[src/rtl/xover_coeff_scheduler.sv]
// Shadow/active crossover coefficient banks; commits swap shadow->active just after a sample strobe.
// Optional macro XOVER_STABILITY_CHECK_EN adds a per-stage biquad stability check before the swap.
module xover_coeff_scheduler #(
  parameter int NUM_XOVER   = 3,
  parameter int COEFF_W     = 16,
  parameter int TIMEOUT_CYC = 4096,
  localparam int STAGE_W    = (NUM_XOVER > 1) ? $clog2(NUM_XOVER) : 1,
  localparam int TOTAL_W    = NUM_XOVER * 5 * COEFF_W
) (
  input  logic               clk,
  input  logic               rst,
  input  logic               wr_valid,
  output logic               wr_ready,
  input  logic [STAGE_W-1:0] wr_stage,
  input  logic [2:0]         wr_tap,
  input  logic [COEFF_W-1:0] wr_data,
  input  logic               commit_req,
  input  logic               sample_valid,
  output logic               busy,
  output logic               commit_ack,
  output logic               commit_err,
  output logic               err_addr,
  output logic               coeff_update,
  output logic [TOTAL_W-1:0] coeffs_out
);

  localparam int CNT_W = $clog2(TIMEOUT_CYC + 1);

  function automatic logic [TOTAL_W-1:0] pass_set();
    logic [TOTAL_W-1:0] v;
    v = '0;
    for (int s = 0; s < NUM_XOVER; s++) begin
      v[(s*5)*COEFF_W +: COEFF_W] = COEFF_W'(16384);
    end
    return v;
  endfunction

  localparam logic [TOTAL_W-1:0] PASS = pass_set();

  typedef enum logic [2:0] {
    IDLE  = 3'd0,
    LOAD  = 3'd1,
    CHECK = 3'd2,
    PEND  = 3'd3,
    SWAP  = 3'd4
  } state_t;

  state_t             state, state_nx;
  logic [TOTAL_W-1:0] shadow, active;
  logic               dirty;
  logic [CNT_W-1:0]   cnt, cnt_nx;
  logic               ack_nx, upd_nx, swap_en;
  logic               wr_acc, addr_ok, wr_hit, dirty_eff;

  assign wr_ready   = (state == IDLE) || (state == LOAD);
  assign busy       = (state == CHECK) || (state == PEND) || (state == SWAP);
  assign coeffs_out = active;

  assign wr_acc    = wr_valid && wr_ready;
  assign addr_ok   = ({1'b0, wr_stage} < (STAGE_W+1)'(NUM_XOVER)) && (wr_tap < 3'd5);
  assign wr_hit    = wr_acc && addr_ok;
  // A write landing in the same cycle as commit_req belongs to that commit.
  assign dirty_eff = dirty || wr_hit;

`ifdef XOVER_STABILITY_CHECK_EN
  logic [STAGE_W-1:0] chk_idx, chk_idx_nx;
  logic [COEFF_W-1:0] chk_a1, chk_a2;
  logic               stage_ok, err_nx;

  // Stable biquad: |a2| < 1.0 and |a1| < 1.0 + a2, evaluated with two guard bits.
  function automatic logic stable(input logic [COEFF_W-1:0] a1, input logic [COEFF_W-1:0] a2);
    logic signed [COEFF_W+1:0] e1, e2, m1, m2, one;
    one = (COEFF_W+2)'(16384);
    e1  = {{2{a1[COEFF_W-1]}}, a1};
    e2  = {{2{a2[COEFF_W-1]}}, a2};
    m1  = e1[COEFF_W+1] ? -e1 : e1;
    m2  = e2[COEFF_W+1] ? -e2 : e2;
    return (m2 < one) && (m1 < (one + e2));
  endfunction

  always_comb begin
    chk_a1 = '0;
    chk_a2 = '0;
    for (int s = 0; s < NUM_XOVER; s++) begin
      chk_a1 = (chk_idx == STAGE_W'(s)) ? shadow[(s*5+3)*COEFF_W +: COEFF_W] : chk_a1;
      chk_a2 = (chk_idx == STAGE_W'(s)) ? shadow[(s*5+4)*COEFF_W +: COEFF_W] : chk_a2;
    end
    stage_ok = stable(chk_a1, chk_a2);
  end

  always_ff @(posedge clk) begin
    if (rst) begin
      chk_idx    <= '0;
      commit_err <= 1'b0;
    end else begin
      chk_idx    <= chk_idx_nx;
      commit_err <= err_nx;
    end
  end
`else
  assign commit_err = 1'b0;
`endif

  always_comb begin
    state_nx = state;
    cnt_nx   = cnt;
    ack_nx   = 1'b0;
    upd_nx   = 1'b0;
    swap_en  = 1'b0;
`ifdef XOVER_STABILITY_CHECK_EN
    chk_idx_nx = '0;
    err_nx     = 1'b0;
`endif
    case (state)
      IDLE, LOAD: begin
        if (commit_req) begin
          if (dirty_eff) begin
            state_nx = CHECK;
          end else begin
            state_nx = IDLE;
            ack_nx   = 1'b1;
          end
        end else if (wr_acc) begin
          state_nx = LOAD;
        end else begin
          state_nx = state;
        end
      end
      CHECK: begin
`ifdef XOVER_STABILITY_CHECK_EN
        if (!stage_ok) begin
          state_nx = LOAD;
          err_nx   = 1'b1;
        end else if (chk_idx == STAGE_W'(NUM_XOVER-1)) begin
          state_nx = PEND;
        end else begin
          chk_idx_nx = chk_idx + 1'b1;
        end
`else
        state_nx = PEND;
`endif
      end
      PEND: begin
        cnt_nx = cnt + 1'b1;
        if (sample_valid || (cnt == CNT_W'(TIMEOUT_CYC-1))) begin
          state_nx = SWAP;
        end else begin
          state_nx = PEND;
        end
      end
      SWAP: begin
        state_nx = IDLE;
        cnt_nx   = '0;
        ack_nx   = 1'b1;
        upd_nx   = 1'b1;
        swap_en  = 1'b1;
      end
      default: begin
        state_nx = IDLE;
        cnt_nx   = '0;
      end
    endcase
  end

  always_ff @(posedge clk) begin
    if (rst) begin
      state        <= IDLE;
      shadow       <= PASS;
      active       <= PASS;
      dirty        <= 1'b0;
      cnt          <= '0;
      commit_ack   <= 1'b0;
      coeff_update <= 1'b0;
      err_addr     <= 1'b0;
    end else begin
      state        <= state_nx;
      cnt          <= cnt_nx;
      commit_ack   <= ack_nx;
      coeff_update <= upd_nx;
      if (swap_en) begin
        active <= shadow;
        dirty  <= 1'b0;
      end else if (wr_hit) begin
        dirty <= 1'b1;
      end
      if (wr_acc && !addr_ok) begin
        err_addr <= 1'b1;
      end
      // Shadow is never cleared by a swap, so later partial edits build on it.
      for (int s = 0; s < NUM_XOVER; s++) begin
        for (int t = 0; t < 5; t++) begin
          if (wr_hit && (wr_stage == STAGE_W'(s)) && (wr_tap == 3'(t))) begin
            shadow[(s*5+t)*COEFF_W +: COEFF_W] <= wr_data;
          end
        end
      end
    end
  end

endmodule

[config.mk]
export PLATFORM = sky130hd
export DESIGN_NAME = xover_coeff_scheduler
export DESIGN_NICKNAME = d
export VERILOG_FILES = /design/src/rtl/xover_coeff_scheduler.sv
export SDC_FILE = /design/constraint.sdc
export NUM_CORES = 1
export LEC_CHECK = 0
export BUFFER_PORTS_ARGS = -buffer_cell sky130_fd_sc_hd__buf_4
export CORE_MARGIN = 2
export CORE_UTILIZATION = 60
export DETAILED_ROUTE_END_ITERATION = 10
export GPL_ROUTABILITY_DRIVEN = 0
export PLACE_DENSITY = 0.84
export SLEW_MARGIN = 10
export SYNTH_ARGS = -nofsm -noshare
export SYNTH_HDL_FRONTEND = slang
export SYNTH_SLANG_ARGS = --single-unit
[constraint.sdc]
create_clock -name clk -period 2.8 [get_ports clk]
set_input_delay 0.28 -clock clk [delete_from_list [all_inputs] [get_ports clk]]
set_output_delay 0.28 -clock clk [all_outputs]
set_load 0.02 [all_outputs]
==> impl_results.md <==
* Status: complete, no violations
* WP data required at 3.28 ns
* Routed vias at 12,200
* Die Ht at 174 um
* Setup violators final at 0
* Mapped cell area at 0.0174 mm^2
* Syn_area_per_cell at 11.8 um^2
* Post-Syn Instances at 1,478
* Startpoint Class: register
* Post-Synthesis Net Count at 1,505
* Min Hold Slack at 0.0322 ns
* Share of cells above drive strength 1 at 0.225
* Worst slew pin tran at 1.15 ns
* Synth warn at 0
* Post-synthesis async set-or-reset flop share at 0
* ANT nets after route at 0
* Commonest non-fill, non-tap cell in the layout: dfxtp_1
* Placed inst area at 0.0197 mm^2
* Port buffer count at 270
* Routed wire length at 43,700 um
* # H-tree levels at 2
* Met3 wire len at 3300 um
* Antenna violations before repair at 0
* Met1 wire length at 19,400 um
* CTS Root Buffer Type: clkbuf_16
* Setup total negative slack at 0 ns
* Period minus WS final at 2.37 ns
* Post-synth EDFFs at 0
* Pwr Density at 647 mW/mm^2
* Post-route cell area at 0.0212 mm^2
* Die width at 174 um
* Avg Vias per Cell at 5.72
* Final nets at 1,736
* Post-DP HPWL at 26,400 um
* Crit end category: register
* Gr usage total at 0.281
* Post-synth top area share at 0.574
* CTS tree: yes
* Remaining DRCs at 0
* Gate power share at 0.034
* Max-slew headroom at 0.233
* Overflow after GRT at 0
* Seq/Total Area, Yosys at 0.574
* Starting Density at 0.609
* Hold path start: wr_valid
* Worst R2R Path Depth at 5
* Deepest clock path buffer count at 3
* Most frequent cells in the layout: dfxtp_1, buf_4, nand2b_1
* Clock skew at 0.0189 ns
* Max-cap violations at 0
* Largest net degree at the start of global routing at 132
* Synth area leaders: dfxtp_1, mux2i_1, a22o_1
* WP data arrival at 2.85 ns
* Num CTS Buffers at 48
* FF+latch count, synth at 500
* R2r setup slk at 0.43 ns
* Core Util, Final at 0.742
* Hold WC Path Type: input port to register
* Clk pwr share at 0.443
* Power Internal at 0.0108 W
* Area Growth Syn to Fin at 21.7%
* Vias in the first global route at 12,100
* Synth cell types at 44
* # hold bufs at CTS at 0
* Wire length per cell at 20.6 um
* Critical path class: register to register
* Top FF cell, synth: dfxtp_1
* DIE AREA at 0.0304 mm^2
* Switching Fraction at 0.212
* RR Endpoint: coeffs_out[102]
* Max layer used: met4
* WHS Path Cells at 3
* RSZ-0062 raised after global routing: no
* Ports at 272
* Worst R2R Start: state[2]
* First-pass GRT wire length at 68,100 um
* Sequential Power Share at 0.522
* Hold Path Sink: state[0]
* CORE AREA at 0.0286 mm^2
* PnR worst setup slack at 0.426 ns
* TritonCTS Sinks at 500
* # rows at 62
* Lkg Pwr at 9.96 nW
* Worst VDD drop at 0.449 mV
* Crit path max fanout at 46
* Clock-pin slew on the worst setup and hold paths at 0.06 ns
* Final hold violations at 0
* Synth area leader: dfxtp_1
* Number of buffers added for setup after CTS at 0
* Dpl ws at 0.468 ns
* Period utilization at 0.848
* Pre-antenna DRT Iters at 5
* Max Slew Vio Count at 0
* Number of DRC markers in iteration 0 at 752
* Post_cts resized at 0
* Clk_lat worst skew at 0.55 ns
* Met2 routed wirelength at 20,000 um
* Fmax at 0.421 GHz
* P_sw at 0.00291 W
-- how the worst max path moves through the flow --
| stage | start | to | slack [ns] | cells after the start |
|---|---|---|---|---|
| 2_1_floorplan | state[2] | busy | 1.12 | 3 |
| 3_3_place_gp | state[2] | coeffs_out[118] | 0.55 | 5 |
| 3_5_place_dp | state[2] | coeffs_out[102] | 0.47 | 5 |
| 4_1_cts | state[2] | coeffs_out[102] | 0.42 | 5 |
| 5_1_grt | state[2] | coeffs_out[102] | 0.26 | 5 |
| 6_report | state[2] | coeffs_out[102] | 0.43 | 5 |
-- worst max-delay path: stages (launching register included) --
cell      delay (ns)
dfxtp_1         0.63
nor3b_1         0.46
nand2b_1        0.27
inv_6           0.42
buf_4           0.35
a22o_1          0.18
-- metal layers --
layer	vias up	GRT usage
li1	5682	-
met1	5992	0.376
met2	405	0.455
met3	81	0.0711
met4	0	0.0770
met5	-	0
-- through the flow --
stage,total power [W],instances
4_1_cts,0.0138,2124
6_report,0.0137,2125
3_5_place_dp,0.00779,2043
3_3_place_gp,0.00779,2043
2_1_floorplan,0.00761,1478
5_1_grt,0.0141,2124
-- flip-flops by register name, indices dropped and copies added, names as in the netlist --
signal,count
commit_ack,1
coeffs_out,240
state,3
err_addr,1
coeff_update,1
cnt,13
shadow,240
dirty,1
-- area by class of cell --
class	instances	area, um^2
Fill cell	1911	7400
Inverter	6	27.5
Multi-Input combinational cell	843	6840
Clock buffer	70	1390
Clock inverter	11	91.3
Tap cell	384	480
Antenna cell	1	2.50
Sequential cell	500	10000
Timing Repair Buffer	310	2390
-- synth_stat cells (2+ instances only) --
cell type	number
o21a_1	2
a21oi_1	7
nand3b_1	2
o31ai_1	4
a31oi_1	2
a22o_1	237
nor3b_1	5
nand2_1	9
o22a_1	3
nand4_2	2
buf_2	41
dfxtp_1	500
nand4_1	2
nand4b_1	6
clkbuf_1	78
or3_1	6
buf_4	8
nor4b_4	2
or4_1	4
xor2_1	2
o21ai_0	6
inv_1	5
nor4_1	5
nand2b_1	255
nand3_2	5
nor3_1	2
mux2i_1	243
nor2_1	12
nand3_1	8
-- power groups by stage --
stage	Sequential [W]	Clock (W)	Combinational (W)
floorplan	0.00732	0	0.000289
global placement	0.00733	0	0.000458
detailed placement	0.00733	0	0.000463
CTS	0.00717	0.00616	0.000464
global route	0.00717	0.00644	0.000492
finish	0.00717	0.00609	0.000469
-- cells by family after synthesis --
| logic type | after synthesis | synth area share |
|---|---|---|
| DFF | 500 | 0.574 |
| and+or+nand+nor | 330 | 0.120 |
| AOI/OAI and AO/OA | 266 | 0.130 |
| muxes | 243 | 0.139 |
| buffers and inverters | 135 | 0.0342 |
| xor gates and xnor gates | 2 | 0.00100 |
| adders and majority gates | 1 | 0.000717 |
| other | 1 | 0.000215 |
No activity file was read; power rests on OpenSTA's default activity.
